### src/rtl/adc_spi_frontend.sv
// adc_spi_frontend: acquisition front end for an 8-channel simultaneous-sampling
// parallel-bus SAR ADC, with a slave SPI port that offers the latest frame to a host.
// Optional feature macro: FRAME_COUNTER_EN prepends a 16-bit frame counter to each
// SPI frame (frame length becomes (NUM_CH+1)*16 bits).
`timescale 1ns/1ps

module adc_spi_frontend #(
    parameter int NUM_CH       = 8,
    parameter int SAMPLE_DIV   = 500,
    parameter int BUSY_TIMEOUT = 255
) (
    input  logic        CLOCK_27M,
    input  logic        rst,
    input  logic        KEY2,
    input  logic [15:0] DB,
    input  logic        Busy,
    input  logic        sclk,
    input  logic        SPI_cs,
    input  logic        transaction_done,
    output logic        convst_A,
    output logic        convst_B,
    output logic        convst_C,
    output logic        convst_D,
    output logic        RD_N,
    output logic        ADC_CS_N,
    output logic        HW_N,
    output logic        PAR_N,
    output logic        STBY_N,
    output logic        WR_N,
    output logic        ADCrst,
    output logic        XCLK,
    output logic        processed_MISO,
    output logic        SPI_RDY
);

    localparam int WORD_W = (NUM_CH > 1) ? $clog2(NUM_CH) : 1;
    localparam int DIV_W  = $clog2(SAMPLE_DIV + 1);
    localparam int CYC_W  = $clog2(BUSY_TIMEOUT + 1) + 1;
    localparam int DATA_W = NUM_CH * 16;
`ifdef FRAME_COUNTER_EN
    localparam int FRAME_W = DATA_W + 16;
`else
    localparam int FRAME_W = DATA_W;
`endif
    localparam int BIT_W  = $clog2(FRAME_W + 1);

    typedef enum logic [2:0] {
        ST_IDLE,
        ST_CONV,
        ST_WAIT_BH,
        ST_WAIT_BL,
        ST_READ,
        ST_DONE
    } state_e;

    // Channel 0 lands in the most significant word so it is shifted out first.
    function automatic logic [DATA_W-1:0] pack_words(input logic [NUM_CH-1:0][15:0] words);
        logic [DATA_W-1:0] f;
        f = '0;
        for (int i = 0; i < NUM_CH; i++) begin
            f[DATA_W-1-16*i -: 16] = words[i];
        end
        return f;
    endfunction

    // ------------------------------------------------------------------
    // Reset sequencing, XCLK and input synchronizers
    // ------------------------------------------------------------------
    logic [2:0] rst_cnt_q;
    logic       adcrst_q;
    logic       xclk_q;
    logic [2:0] busy_sync_q;
    logic [2:0] sclk_sync_q;
    logic [2:0] cs_sync_q;

    // Hold the ADC in reset for four cycles after rst is released
    always_ff @(posedge CLOCK_27M or negedge rst) begin
        if (!rst) begin
            rst_cnt_q <= 3'd0;
            adcrst_q  <= 1'b1;
        end else if (rst_cnt_q != 3'd4) begin
            rst_cnt_q <= rst_cnt_q + 3'd1;
            adcrst_q  <= (rst_cnt_q < 3'd3);
        end else begin
            rst_cnt_q <= rst_cnt_q;
            adcrst_q  <= 1'b0;
        end
    end

    // XCLK runs at half the system clock
    always_ff @(posedge CLOCK_27M or negedge rst) begin
        if (!rst) begin
            xclk_q <= 1'b0;
        end else begin
            xclk_q <= ~xclk_q;
        end
    end

    // Two-flop synchronizers plus one history flop for edge detection
    always_ff @(posedge CLOCK_27M or negedge rst) begin
        if (!rst) begin
            busy_sync_q <= 3'b000;
            sclk_sync_q <= 3'b000;
            cs_sync_q   <= 3'b111;
        end else begin
            busy_sync_q <= {busy_sync_q[1:0], Busy};
            sclk_sync_q <= {sclk_sync_q[1:0], sclk};
            cs_sync_q   <= {cs_sync_q[1:0], SPI_cs};
        end
    end

    logic busy_rise_s, busy_fall_s, sclk_fall_s, cs_fall_s, cs_high_s;
    assign busy_rise_s = busy_sync_q[1] & ~busy_sync_q[2];
    assign busy_fall_s = ~busy_sync_q[1] & busy_sync_q[2];
    assign sclk_fall_s = ~sclk_sync_q[1] & sclk_sync_q[2];
    assign cs_fall_s   = ~cs_sync_q[1] & cs_sync_q[2];
    assign cs_high_s   = cs_sync_q[1];

    // ------------------------------------------------------------------
    // Sample tick
    // ------------------------------------------------------------------
    logic [DIV_W-1:0] div_q;
    logic             tick_s;

    assign tick_s = ~adcrst_q & (div_q == DIV_W'(SAMPLE_DIV - 1));

    // Free-running divider that starts once the ADC leaves reset
    always_ff @(posedge CLOCK_27M or negedge rst) begin
        if (!rst) begin
            div_q <= '0;
        end else if (adcrst_q || tick_s) begin
            div_q <= '0;
        end else begin
            div_q <= div_q + DIV_W'(1);
        end
    end

    // ------------------------------------------------------------------
    // Acquisition FSM
    // ------------------------------------------------------------------
    state_e            state_q, state_d;
    logic [CYC_W-1:0]  cyc_q, cyc_d;
    logic [WORD_W-1:0] word_q, word_d;
    logic              convst_q, convst_d;
    logic              rd_n_q, rd_n_d;
    logic              adc_cs_n_q, adc_cs_n_d;
    logic              latch_s;
    logic              done_s;

    // FSM state and registered ADC control outputs
    always_ff @(posedge CLOCK_27M or negedge rst) begin
        if (!rst) begin
            state_q    <= ST_IDLE;
            cyc_q      <= '0;
            word_q     <= '0;
            convst_q   <= 1'b1;
            rd_n_q     <= 1'b1;
            adc_cs_n_q <= 1'b1;
        end else begin
            state_q    <= state_d;
            cyc_q      <= cyc_d;
            word_q     <= word_d;
            convst_q   <= convst_d;
            rd_n_q     <= rd_n_d;
            adc_cs_n_q <= adc_cs_n_d;
        end
    end

    // Next-state logic: convert, wait BUSY high then low, then burst-read NUM_CH words
    always_comb begin
        state_d    = state_q;
        cyc_d      = cyc_q;
        word_d     = word_q;
        convst_d   = convst_q;
        rd_n_d     = rd_n_q;
        adc_cs_n_d = adc_cs_n_q;
        latch_s    = 1'b0;
        done_s     = 1'b0;
        case (state_q)
            ST_IDLE: begin
                if (tick_s && !KEY2) begin
                    state_d  = ST_CONV;
                    cyc_d    = '0;
                    convst_d = 1'b0;
                end else begin
                    convst_d = 1'b1;
                end
            end
            ST_CONV: begin
                if (cyc_q == CYC_W'(1)) begin
                    state_d  = ST_WAIT_BH;
                    cyc_d    = '0;
                    convst_d = 1'b1;
                end else begin
                    cyc_d = cyc_q + CYC_W'(1);
                end
            end
            ST_WAIT_BH: begin
                if (busy_rise_s) begin
                    state_d = ST_WAIT_BL;
                    cyc_d   = '0;
                end else if (cyc_q == CYC_W'(BUSY_TIMEOUT)) begin
                    state_d = ST_IDLE;
                    cyc_d   = '0;
                end else begin
                    cyc_d = cyc_q + CYC_W'(1);
                end
            end
            ST_WAIT_BL: begin
                if (busy_fall_s) begin
                    state_d    = ST_READ;
                    cyc_d      = '0;
                    word_d     = '0;
                    adc_cs_n_d = 1'b0;
                    rd_n_d     = 1'b0;
                end else if (cyc_q == CYC_W'(BUSY_TIMEOUT)) begin
                    state_d = ST_IDLE;
                    cyc_d   = '0;
                end else begin
                    cyc_d = cyc_q + CYC_W'(1);
                end
            end
            ST_READ: begin
                // Per word: two cycles RD_N low (latch on the second), two cycles high
                case (cyc_q[1:0])
                    2'd1: begin
                        latch_s = 1'b1;
                        rd_n_d  = 1'b1;
                        cyc_d   = cyc_q + CYC_W'(1);
                    end
                    2'd3: begin
                        if (word_q == WORD_W'(NUM_CH - 1)) begin
                            state_d    = ST_DONE;
                            adc_cs_n_d = 1'b1;
                            cyc_d      = '0;
                        end else begin
                            word_d = word_q + WORD_W'(1);
                            rd_n_d = 1'b0;
                            cyc_d  = '0;
                        end
                    end
                    default: begin
                        cyc_d = cyc_q + CYC_W'(1);
                    end
                endcase
            end
            ST_DONE: begin
                done_s  = 1'b1;
                state_d = ST_IDLE;
            end
            default: begin
                state_d    = ST_IDLE;
                convst_d   = 1'b1;
                rd_n_d     = 1'b1;
                adc_cs_n_d = 1'b1;
            end
        endcase
    end

    // ------------------------------------------------------------------
    // Capture buffer and hand-off to the SPI buffer
    // ------------------------------------------------------------------
    logic [NUM_CH-1:0][15:0] cap_q;
    logic [NUM_CH-1:0][15:0] spi_buf_q;
    logic                    pend_q;
    logic                    copied_q;
    logic                    copy_s;

    // Copy only while the host is deselected and the capture buffer is not being rewritten
    assign copy_s = pend_q & cs_high_s & (state_q != ST_READ);

    // Latch each ADC word on the last low cycle of its RD_N strobe
    always_ff @(posedge CLOCK_27M or negedge rst) begin
        if (!rst) begin
            cap_q <= '0;
        end else if (latch_s) begin
            cap_q[word_q] <= DB;
        end else begin
            cap_q <= cap_q;
        end
    end

    // Completed capture waits here until SPI_cs is high, then copies (latest frame wins)
    always_ff @(posedge CLOCK_27M or negedge rst) begin
        if (!rst) begin
            pend_q    <= 1'b0;
            copied_q  <= 1'b0;
            spi_buf_q <= '0;
        end else begin
            copied_q <= copy_s;
            if (done_s) begin
                pend_q <= 1'b1;
            end else if (copy_s) begin
                pend_q <= 1'b0;
            end else begin
                pend_q <= pend_q;
            end
            if (copy_s) begin
                spi_buf_q <= cap_q;
            end else begin
                spi_buf_q <= spi_buf_q;
            end
        end
    end

`ifdef FRAME_COUNTER_EN
    logic [15:0] frame_cnt_q;
    logic [15:0] spi_cnt_q;

    // Count completed captures and snapshot the count alongside each copy
    always_ff @(posedge CLOCK_27M or negedge rst) begin
        if (!rst) begin
            frame_cnt_q <= 16'd0;
            spi_cnt_q   <= 16'd0;
        end else begin
            if (done_s) begin
                frame_cnt_q <= frame_cnt_q + 16'd1;
            end else begin
                frame_cnt_q <= frame_cnt_q;
            end
            if (copy_s) begin
                spi_cnt_q <= frame_cnt_q;
            end else begin
                spi_cnt_q <= spi_cnt_q;
            end
        end
    end

    logic [FRAME_W-1:0] load_frame_s;
    assign load_frame_s = {spi_cnt_q, pack_words(spi_buf_q)};
`else
    logic [FRAME_W-1:0] load_frame_s;
    assign load_frame_s = pack_words(spi_buf_q);
`endif

    // ------------------------------------------------------------------
    // SPI slave (mode 0)
    // ------------------------------------------------------------------
    logic [FRAME_W-1:0] shreg_q, shreg_d;
    logic [BIT_W-1:0]   bit_cnt_q, bit_cnt_d;
    logic               miso_q, miso_d;
    logic               rdy_q, rdy_d;

    // Shift register, bit counter, MISO and SPI_RDY registers
    always_ff @(posedge CLOCK_27M or negedge rst) begin
        if (!rst) begin
            shreg_q   <= '0;
            bit_cnt_q <= '0;
            miso_q    <= 1'b0;
            rdy_q     <= 1'b0;
        end else begin
            shreg_q   <= shreg_d;
            bit_cnt_q <= bit_cnt_d;
            miso_q    <= miso_d;
            rdy_q     <= rdy_d;
        end
    end

    // Load on SPI_cs fall, shift on sclk fall, zero past the end or on transaction_done
    always_comb begin
        shreg_d   = shreg_q;
        bit_cnt_d = bit_cnt_q;
        if (transaction_done) begin
            shreg_d   = '0;
            bit_cnt_d = '0;
        end else if (cs_fall_s) begin
            shreg_d   = load_frame_s;
            bit_cnt_d = '0;
        end else if (sclk_fall_s && !cs_high_s) begin
            if (bit_cnt_q < BIT_W'(FRAME_W)) begin
                shreg_d   = {shreg_q[FRAME_W-2:0], 1'b0};
                bit_cnt_d = bit_cnt_q + BIT_W'(1);
            end else begin
                shreg_d   = '0;
                bit_cnt_d = bit_cnt_q;
            end
        end else begin
            shreg_d   = shreg_q;
            bit_cnt_d = bit_cnt_q;
        end

        miso_d = ~cs_high_s & shreg_d[FRAME_W-1];

        if (transaction_done || cs_fall_s) begin
            rdy_d = 1'b0;
        end else if (copied_q) begin
            rdy_d = 1'b1;
        end else begin
            rdy_d = rdy_q;
        end
    end

    // ------------------------------------------------------------------
    // Outputs
    // ------------------------------------------------------------------
    assign convst_A       = convst_q;
    assign convst_B       = convst_q;
    assign convst_C       = convst_q;
    assign convst_D       = convst_q;
    assign RD_N           = rd_n_q;
    assign ADC_CS_N       = adc_cs_n_q;
    assign HW_N           = 1'b0;
    assign PAR_N          = 1'b0;
    assign STBY_N         = 1'b1;
    assign WR_N           = 1'b1;
    assign ADCrst         = adcrst_q;
    assign XCLK           = xclk_q;
    assign processed_MISO = miso_q;
    assign SPI_RDY        = rdy_q;

endmodule

### config.mk
export PLATFORM = sky130hd
export DESIGN_NAME = adc_spi_frontend
export DESIGN_NICKNAME = d
export VERILOG_FILES = /design/src/rtl/adc_spi_frontend.sv
export SDC_FILE = /design/constraint.sdc
export NUM_CORES = 1
export LEC_CHECK = 0
export ABC_CLOCK_PERIOD_IN_PS = 2760
export BUFFER_PORTS_ARGS = -buffer_cell sky130_fd_sc_hd__buf_2
export CORE_UTILIZATION = 55
export CTS_CLUSTER_DIAMETER = 80
export DETAILED_ROUTE_END_ITERATION = 7
export PLACE_DENSITY = 0.69
export SYNTH_ARGS = -nofsm -noshare
export SYNTH_HDL_FRONTEND = slang
export SYNTH_SLANG_ARGS = --single-unit
### constraint.sdc
create_clock -name CLOCK_27M -period 2.76 [get_ports CLOCK_27M]
set_input_delay 0.138 -clock CLOCK_27M [delete_from_list [all_inputs] [get_ports CLOCK_27M]]
set_output_delay 0.138 -clock CLOCK_27M [all_outputs]
set_load 0.1 [all_outputs]
==> out/metrics.yaml, run 1 <==
run_status:
  status: "finished, final reports clean"
pwr:
  power.total_mw: 13.4
  powerDensity_nw_per_um2: 665
  cellLeakagePower_nw: 9.45
  vdd_drop_max_v: 0.000575
sta:
  setup_ws_ns: 0.390
  setup_violations: 0
  hold_violations: 0
  worst_pin_slew_ns: 0.764
  final_max_slew_viol_count: 0
  fin_skew_ns: 0.0203
  rsz0062_at_grt: "false"
  setup_tns_ns: 0
  relSlewSlack_pct: 49.1
  post-route-period-util_pct: 85.9
  finalCriticalPeriod_ns: 2.37
  max_clock_freq_ghz: 0.422
detailed_routing:
  postRouteAntennaNets: 0
  route.detailed.drc: 0
  wl_per_cell_um: 20.1
  num_vias: 11000
  drt-initial-drc-count: 746
  via_per_inst: 5.92
  drt_wl_total_um: 37200
  firstDrtPassIters: 5
clock_tree:
  cts_setup_buffers: 0
  holdBufCountCts: 7
  cts_resized: 0
  clock_latency_ns: 0.55
  clockBufferDepth: 3
  cts_tree: "yes"
  cts_made_buffers: 45
  clk_pin_slew_ns: 0.06
  clockRootBuffer: "clkbuf_16"
  cts-htree-levels: 2
  clock-sinks: 437
floorplanning:
  design.core.area_um2: 31700
  dieArea_um2: 33200
  rows: 65
  chipHeight_um: 182
  io_pins: 37
  die_w_um: 182
  initial_core_util_pct: 56.3
yosys:
  synth-seq-area-share_pct: 61.3
  synth_edf_count: 0
  synth.distinct_cells: 54
  yosys.area.top_type_share_pct: 60.3
  synth_largest_area_cell: "dfrtp_1"
  synthFlopType: "dfrtp_1"
  synthArstFlopShare_pct: 100
  synth-seq-cells: 437
  synthCells: 1392
  ys.warnings.count: 0
  avgSynthCellArea_um2: 12.8
  synth_area_leaders: "dfrtp_1 60%, mux2_2 14%, a22oi_1 5.3%"
  syn_area_um2: 17900
placement:
  dpl.hpwl_um: 22000
  place_ws_ns: 0.380
  place.gp.congestion: 0.797
  port_buffers: 32
global_route:
  grt_pass1_wl_um: 62500
  track_usage_pct: 23.7
  grt_max_degree: 94
  grt_pass1_vias: 11500
  grt_overflow: 0
  antenna_found_initial: 1
min_path:
  hold_path_class: "in -> reg"
worst_setup_path:
  crit_path_start_kind: "flop"
  worst_setup_path_end_kind: "flop"
  worstPathRequired_ns: 3.17
  critical_path.max_fanout: 16
  crit_type: "reg -> reg"
  arrival_ns: 2.78
job:
  drv_cap: 0
layout:
  layout.nets: 1451
  syn_to_final_growth_pct: 12.7
  num_antenna_cells: 0
  drive_gt1_share_pct: 28.6
[layout by cell type (no fill, tap or decap), types with 5 or more instances in the layout]
| master | Yosys | layout |
|---|---|---|
| o211ai_1 | 8 | 8 |
| a22oi_1 | 126 | 126 |
| a21oi_1 | 10 | 10 |
| o21ai_1 | 19 | 19 |
| nand2b_1 | 6 | 6 |
| o21ai_0 | 122 | 122 |
| clkbuf_16 | 0 | 45 |
| nand3_1 | 12 | 12 |
| inv_1 | 17 | 17 |
| xor2_1 | 7 | 7 |
| clkbuf_8 | 0 | 11 |
| buf_12 | 0 | 13 |
| bufinv_16 | 0 | 7 |
| nand2_1 | 159 | 159 |
| clkbuf_1 | 57 | 8 |
| nor2_1 | 46 | 44 |
| clkinv_2 | 0 | 6 |
| dfrtp_1 | 430 | 430 |
| mux2_2 | 225 | 225 |
| nor3_1 | 5 | 5 |
| xnor2_1 | 6 | 6 |
| dfstp_2 | 7 | 7 |
| ha_1 | 11 | 11 |
| mux2_4 | 30 | 30 |
| dlygate4sd3_1 | 0 | 7 |
| buf_4 | 13 | 19 |
| buf_2 | 18 | 30 |
[flip-flops by register name, summed over array words and instances (netlist names), 8 cells and up]
name          count
div_q             9
shreg_q         128
load_frame_s    128
cyc_q             9
bit_cnt_q         8
cap_q           128
[worst max-delay path, cell delays in order (launching register included)]
cell      delay [ns]
dfrtp_1         0.54
nor3b_4         0.45
and3_1          0.49
nand3b_4        0.35
mux2_4          0.40
[stage by stage]
step | hold WS (ns) | utilization, % | std cells | cell area, um2
2_1_floorplan | -0.158 | - | 1394 | 17900
3_3_place_gp | 0.235 | 58.3 | 1765 | 18500
3_5_place_dp | 0.246 | 58.3 | 1765 | 18500
4_1_cts | 0.00353 | 63.4 | 1851 | 20100
5_1_grt | 0.00779 | 63.4 | 1851 | 20100
6_report | 0.00783 | 63.4 | 1851 | 20100
[power breakdown]
group	switching (mW)	internal (mW)
sequential	0.0355	6.47
clock	2.46	3.94
combinational	0.361	0.117
total	2.85	10.5
[cells in the mapped netlist, types with 7 or more instances]
cell type / n
buf_4: 13
o21ai_0: 122
inv_1: 17
xor2_1: 7
nand3_1: 12
o21ai_1: 19
a22oi_1: 126
ha_1: 11
mux2_2: 225
clkbuf_1: 57
dfstp_2: 7
dfrtp_1: 430
nor2_1: 46
buf_2: 18
o211ai_1: 8
nand2_1: 159
a21oi_1: 10
mux2_4: 30
[path summary, 6_finish.rpt]
kind / startpoint / endpoint / slack (ns) / depth (start not counted)
worst min register to register: sclk_sync_q[0] / sclk_sync_q[1] / 0.35 / 0
min in group asynchronous: rst / shreg_q[119] / 0.23 / 2
worst max register to register: state_q[2] / cap_q[56] / 0.39 / 4
max in group asynchronous: rst / cap_q[82] / 1.60 / 3
worst max-delay path: state_q[2] / cap_q[56] / 0.39 / 4
worst min-delay path: DB[4] / cap_q[20] / 0.008 / 2
[cells by family after synthesis]
kind of cell,Yosys count,share of synthesized area (%)
adders and majority gates,11,0.771
muxes,256,16.8
buffers and inverters,111,2.99
and+or+nand+nor,262,6.92
other,2,0.0421
AOI/OAI and AO/OA,300,10.6
xor gates and xnor gates,13,0.638
DFF,437,61.3
[area by class of cell]
cell class	instances	area [um2]
fill	2381	11600
sequential	437	10900
multi-input combinational	846	6400
clock buffer	64	1310
timing repair buffer	70	638
tap	402	503
clock inverter	15	258
inverter	17	63.8
[metal layers]
metal / share of wire [%] / wire, um / vias up / track usage (%)
li1: - / - / 4962 / -
met3: 3.7 / 1380 / 67 / 3.41
met4: 2.5 / 917 / 0 / 6.92
met1: 46 / 17100 / 5743 / 33.9
met5: 0 / 0 / - / 0
met2: 48 / 17800 / 187 / 38.0
(Power assumes the default switching activity.)
==> run 2: changes to the inputs <==
--- a/config.mk
+++ b/config.mk
@@ -7,10 +7,12 @@
 export LEC_CHECK = 0
 export ABC_CLOCK_PERIOD_IN_PS = 2760
 export BUFFER_PORTS_ARGS = -buffer_cell sky130_fd_sc_hd__buf_2
-export CORE_UTILIZATION = 55
+export CELL_PAD_IN_SITES_DETAIL_PLACEMENT = 1
+export CELL_PAD_IN_SITES_GLOBAL_PLACEMENT = 2
+export CORE_UTILIZATION = 44
 export CTS_CLUSTER_DIAMETER = 80
 export DETAILED_ROUTE_END_ITERATION = 7
-export PLACE_DENSITY = 0.69
+export PLACE_DENSITY = 0.77
 export SYNTH_ARGS = -nofsm -noshare
 export SYNTH_HDL_FRONTEND = slang
 export SYNTH_SLANG_ARGS = --single-unit
==> out/metrics.yaml, run 2 (synthesis results as in run 1) <==
worst_setup_path:
  reg2reg_setup_slack_ns: 0.36  # -0.03 ns
  ff2ff_path_depth: 9  # +5
  reg2reg_to: "cyc_q[7]"
  worstReg2RegStart: "cyc_q[0]"
  worstPathRequired_ns: 3.24  # +0.07 ns
  crit_type: "reg -> reg"
  crit_start: "cyc_q[0]"
  crit_path_start_kind: "flop"
  cpPeakStageDelay_ns: 0.58  # +0.04 ns
  critical_path.endpoint: "cyc_q[7]"
  critical_path.max_fanout: 10  # -6
  worst_setup_path_end_kind: "flop"
  crit_chain: "ha_1 > nand4_1 > nor2_1 > nand3_1 > inv_1 > ha_1 > o21ai_1 > nor2_1 > o211ai_1"
  arrival_ns: 2.88  # +0.10 ns
  crit_slowest_cell: "o21ai_1"
layout:
  layout.nets: 1457  # +0.41%
  utilization_pct: 50.6  # -13 points
  final_cell_mix: "430 x dfrtp_1, 225 x mux2_2, 159 x nand2_1"
  final_common_cell: "dfrtp_1"
  syn_to_final_growth_pct: 13.2
  drive_gt1_share_pct: 28.1  # -0.51 points
  num_antenna_cells: 0  # unchanged
global_route:
  grt_pass1_wl_um: 70800  # +13%
  grt_overflow: 0  # unchanged
  grt_max_degree: 123  # +31%
  grt_pass1_vias: 12400  # +8.2%
  antenna_found_initial: 1  # unchanged
  track_usage_pct: 22.0  # -1.7 points
clock_tree:
  holdBufCountCts: 13  # +6
  clockRootBuffer: "clkbuf_16"
  clock-sinks: 437  # unchanged
  clock_latency_ns: 0.57  # +0.02 ns
  cts_resized: 0  # unchanged
  clockBufferDepth: 3  # unchanged
  clk_pin_slew_ns: 0.06  # about the same
  cts_setup_buffers: 0  # unchanged
  cts-htree-levels: 2  # unchanged
  cts_tree: "yes"
  cts_made_buffers: 47  # +4.4%
detailed_routing:
  route.detailed.drc: 0  # unchanged
  drt_wl_total_um: 43000  # +16%
  postRouteAntennaNets: 0  # unchanged
  via_per_inst: 5.60  # -5.4%
  drt-initial-drc-count: 653  # -12%
  num_vias: 11100  # +1.5%
  wl_per_cell_um: 21.6  # +7.8%
  firstDrtPassIters: 5  # unchanged
sta:
  rsz0062_at_grt: "false"
  final_max_slew_viol_count: 0  # unchanged
  max_clock_freq_ghz: 0.416  # -1.3%
  worst_pin_slew_ns: 0.701  # -0.0623 ns
  hold_violations: 0  # unchanged
  setup_violations: 0  # unchanged
  relSlewSlack_pct: 52.9  # +3.8 points
  setup_tns_ns: 0  # unchanged
  fin_skew_ns: 0.0124  # -0.00789 ns
  post-route-period-util_pct: 87.0  # +1.1 points
  setup_ws_ns: 0.359  # -0.0316 ns
  finalCriticalPeriod_ns: 2.40  # +0.0316 ns
placement:
  place_ws_ns: 0.396  # +0.0163 ns
  port_buffers: 32  # unchanged
  dpl.hpwl_um: 24500  # +11%
  place.gp.congestion: 0.733  # -8.0%
pwr:
  pwr-share-seq_pct: 50.1  # +1.5 points
  pwr-share-clk_pct: 46.1  # -1.7 points
  vdd_drop_max_v: 0.000382  # -34%
  cellLeakagePower_nw: 9.42  # -0.33%
  p_int_mw: 10.0  # -4.7%
  power.total_mw: 13.0  # -2.9%
  powerDensity_nw_per_um2: 643  # -3.3%
  swShare_pct: 22.8  # +1.5 points
  comb_power_share_pct: 3.9  # +0.3 points
  power_switching_mw: 2.96  # +3.9%
floorplanning:
  design.core.area_um2: 39900  # +26%
  die_w_um: 203  # +12%
  io_pins: 37  # unchanged
  initial_core_util_pct: 44.7  # -12 points
  rows: 73  # +12%
  dieArea_um2: 41400  # +25%
  chipHeight_um: 203  # +12%
job:
  drv_cap: 0  # unchanged
min_path:
  hold_path_class: "in -> reg"
run_status:
  status: "finished, final reports clean"
## run 2: cell count changes in the layout (fill, tap and decap cells not counted), sizes merged
cell	previous run	this run
clkbuf	64	74
bufinv	7	0
dlygate4sd3	7	13
clkinv	6	11
buf	63	61
clkinvlp	0	1
inv	19	18
## run 2: power groups by stage
stage / sequential (mW) / combinational, mW / clock, mW
after floorplan: 6.61 / 0.197 / 0
after detailed placement: 6.62 / 0.506 / 0
after CTS: 6.50 / 0.521 / 6.19
after global placement: 6.61 / 0.501 / 0
final: 6.50 / 0.504 / 5.99
after global routing: 6.51 / 0.557 / 6.43
## run 2: metrics by stage
stage / instance area (um2) / hold WS (ns) / std cells
2_1_floorplan: 17900 / -0.158 / 1394
3_3_place_gp: 18600 / 0.188 / 1886
3_5_place_dp: 18600 / 0.196 / 1886
4_1_cts: 20200 / 0.00507 / 1986
5_1_grt: 20200 / 0.0152 / 1986
6_report: 20200 / 0.0176 / 1986
## run 2: how the worst min path moves through the flow
| stage | cells after the start | end | from |
|---|---|---|---|
| after global placement | 1 | processed_MISO | rst |
| after CTS | 2 | cap_q[125] | DB[13] |
| after global routing | 2 | cap_q[93] | DB[13] |
| after detailed placement | 1 | SPI_RDY | rst |
| final | 2 | cap_q[93] | DB[13] |
| after floorplan | 0 | SPI_RDY | rst |
## run 2: layout make-up
class,instances,area [um2]
Multi-Input combinational cell,846,6400
Clock inverter,13,82.6
Timing Repair Buffer,74,683
Fill cell,4030,19700
Tap cell,525,657
Inverter,17,63.8
Sequential cell,437,10900
Clock buffer,74,1380
## run 2: worst max-delay path: cells and delay by family (launching register included)
family	cells	cell delay, ns
buf+inv	1	0.05
fa+ha+maj	2	0.50
flops	1	0.41
compound gates	2	0.81
simple gates	4	0.53
## run 2: metal layers
layer  track usage (%)  wire length (um)
met4              6.42               819
met3              3.16              1350
met2              36.8             21000
met1              29.9             19800
met5                 0                 0
==> run 3: changes to the inputs <==
--- a/config.mk
+++ b/config.mk
@@ -12,7 +12,8 @@
 export CORE_UTILIZATION = 44
 export CTS_CLUSTER_DIAMETER = 80
 export DETAILED_ROUTE_END_ITERATION = 7
-export PLACE_DENSITY = 0.77
+export MAX_ROUTING_LAYER = met4
+export PLACE_DENSITY = 0.78
 export SYNTH_ARGS = -nofsm -noshare
 export SYNTH_HDL_FRONTEND = slang
 export SYNTH_SLANG_ARGS = --single-unit
==> out/metrics.yaml, run 3 (synthesis results as in run 1) <==
run_status:
  status: "finished, final reports clean"
global_route:
  grt_pass1_vias: 12400  # -0.51%
  track_usage_pct: 22.2  # +0.18 points
  grt_pass1_wl_um: 69700  # -1.6%
  antenna_found_initial: 2  # +1
  grt_overflow: 0  # unchanged
  grt_max_degree: 125  # +1.6%
detailed_routing:
  postRouteAntennaNets: 0  # unchanged
  wl_per_cell_um: 21.4  # -1.1%
  drt_wl_total_um: 42500  # -1.0%
  via_per_inst: 5.59  # -0.16%
  drt-initial-drc-count: 710  # +8.7%
  num_vias: 11100  # -0.11%
  firstDrtPassIters: 4  # -1
  route.detailed.drc: 0  # unchanged
sta:
  fin_skew_ns: 0.0206  # +0.00817 ns
  relSlewSlack_pct: 52.0  # -0.90 points
  rsz0062_at_grt: "false"
  setup_violations: 0  # unchanged
  final_max_slew_viol_count: 0  # unchanged
  setup_tns_ns: 0  # unchanged
  finalCriticalPeriod_ns: 2.44  # +0.0411 ns
  max_clock_freq_ghz: 0.409  # -1.7%
  post-route-period-util_pct: 88.5  # +1.5 points
  hold_violations: 0  # unchanged
  worst_pin_slew_ns: 0.715  # +0.0134 ns
floorplanning:
  dieArea_um2: 41400  # unchanged
  rows: 73  # unchanged
  io_pins: 37  # unchanged
  chipHeight_um: 203  # unchanged
  design.core.area_um2: 39900  # unchanged
  initial_core_util_pct: 44.7  # unchanged
  die_w_um: 203  # unchanged
clock_tree:
  cts_setup_buffers: 0  # unchanged
  cts-htree-levels: 2  # unchanged
  clock_latency_ns: 0.59  # +0.02 ns
  holdBufCountCts: 16  # +3
  cts_tree: "yes"
  clk_pin_slew_ns: 0.06  # about the same
  cts_made_buffers: 47  # unchanged
  clockBufferDepth: 3  # unchanged
  clock-sinks: 437  # unchanged
  clockRootBuffer: "clkbuf_16"
  cts_resized: 0  # unchanged
layout:
  drive_gt1_share_pct: 28.1  # +0.068 points
  utilization_pct: 51.0  # +0.35 points
  syn_to_final_growth_pct: 14.0
  final_cell_mix: "430 x dfrtp_1, 225 x mux2_2, 159 x nand2_1"
  fin_area_um2: 20400  # +0.69%
  layout.nets: 1462  # +0.34%
  final_common_cell: "dfrtp_1"
pwr:
  pwr-share-seq_pct: 49.6  # -0.5 points
  swShare_pct: 22.6  # -0.23 points
  cellLeakagePower_nw: 9.47  # +0.55%
  p_int_mw: 10.1  # +1.2%
  comb_power_share_pct: 4.0  # about the same
  power_switching_mw: 2.96  # -0.18%
  vdd_drop_max_v: 0.000357  # -6.7%
  powerDensity_nw_per_um2: 644  # +0.15%
  pwr-share-clk_pct: 46.4  # +0.3 points
worst_setup_path:
  reg2reg_to: "cyc_q[3]"
  ff2ff_path_depth: 9  # unchanged
  worstReg2RegStart: "cyc_q[0]"
  crit_type: "reg -> reg"
  worstPathRequired_ns: 3.25  # about the same
  crit_path_start_kind: "flop"
  arrival_ns: 2.94  # +0.06 ns
  critical_path.max_fanout: 10  # unchanged
  reg2reg_setup_slack_ns: 0.32  # -0.04 ns
  worst_setup_path_end_kind: "flop"
min_path:
  hold_path_class: "in -> reg"
  hold_depth: 2  # unchanged
  hold_end: "cap_q[77]"
  min_from: "DB[13]"
placement:
  port_buffers: 32  # unchanged
  postPlaceCellArea_um2: 18700  # +0.38%
  place.gp.congestion: 0.732  # -0.11%
  dpl.hpwl_um: 24300  # -0.66%
job:
  drv_cap: 0  # unchanged
## run 3: changes by cell type in the layout (fill, tap and decap cells not counted), sizes merged
cell	before	now
buf	61	62
clkbuf	74	75
clkinvlp	1	0
diode	0	1
dlygate4sd3	13	17
clkinv	11	7
inv	18	17
## run 3: metrics by stage
stage	cells	power (mW)	hold slack, ns	setup slack [ns]
5_1_grt	1987	13.6	0.00920	0.104
2_1_floorplan	1394	6.81	-0.158	0.825
3_5_place_dp	1887	7.13	0.206	0.295
3_3_place_gp	1887	7.12	0.197	0.462
6_report	1987	13.1	0.0315	0.318
4_1_cts	1985	13.3	0.00262	0.265
## run 3: layout make-up
type	instances	area (um2)
Timing Repair Buffer	79	793
Inverter	17	63.8
Clock buffer	75	1430
Antenna cell	1	2.50
Fill cell	3972	19600
Multi-Input combinational cell	846	6400
Sequential cell	437	10900
Tap cell	525	657
Clock inverter	7	57.6
## run 3: critical path, cell delays in order, from the launching register on
cell      delay (ns)
dfrtp_1         0.42
ha_1            0.30
nand4_1         0.15
nor2_1          0.08
nand3_1         0.10
inv_1           0.06
ha_1            0.21
o21ai_1         0.59
nor2_1          0.23
o211ai_1        0.23
## run 3: power by group through the flow
stage               registers, mW  clock network, mW  logic, mW
finish                       6.50               6.08      0.520
CTS                          6.50               6.25      0.532
global placement             6.61                  0      0.505
detailed placement           6.62                  0      0.512
global route                 6.51               6.50      0.571
floorplan                    6.61                  0      0.197
## run 3: worst max-delay path by stage
| stage | startpoint | endpoint | slack [ns] | cells after the start |
|---|---|---|---|---|
| finish | cyc_q[0] | cyc_q[3] | 0.32 | 9 |
| global route | cyc_q[0] | cyc_q[7] | 0.10 | 9 |
| CTS | cyc_q[0] | cyc_q[3] | 0.27 | 9 |
| detailed placement | cyc_q[0] | cyc_q[7] | 0.29 | 9 |
| global placement | cyc_q[0] | cyc_q[3] | 0.46 | 9 |
| floorplan | cyc_q[0] | cyc_q[3] | 0.82 | 9 |
## run 3: layer usage
| layer | vias to the layer above | wire length (um) | GRT usage, % | part of all wire (%) |
|---|---|---|---|---|
| li1 | 4997 | - | - | - |
| met1 | 5920 | 19500 | 29.1 | 46 |
| met2 | 131 | 20700 | 35.8 | 49 |
| met3 | 63 | 1460 | 3.96 | 3.4 |
| met4 | 0 | 854 | 5.64 | 2.0 |
| met5 | - | 0 | - | 0 |
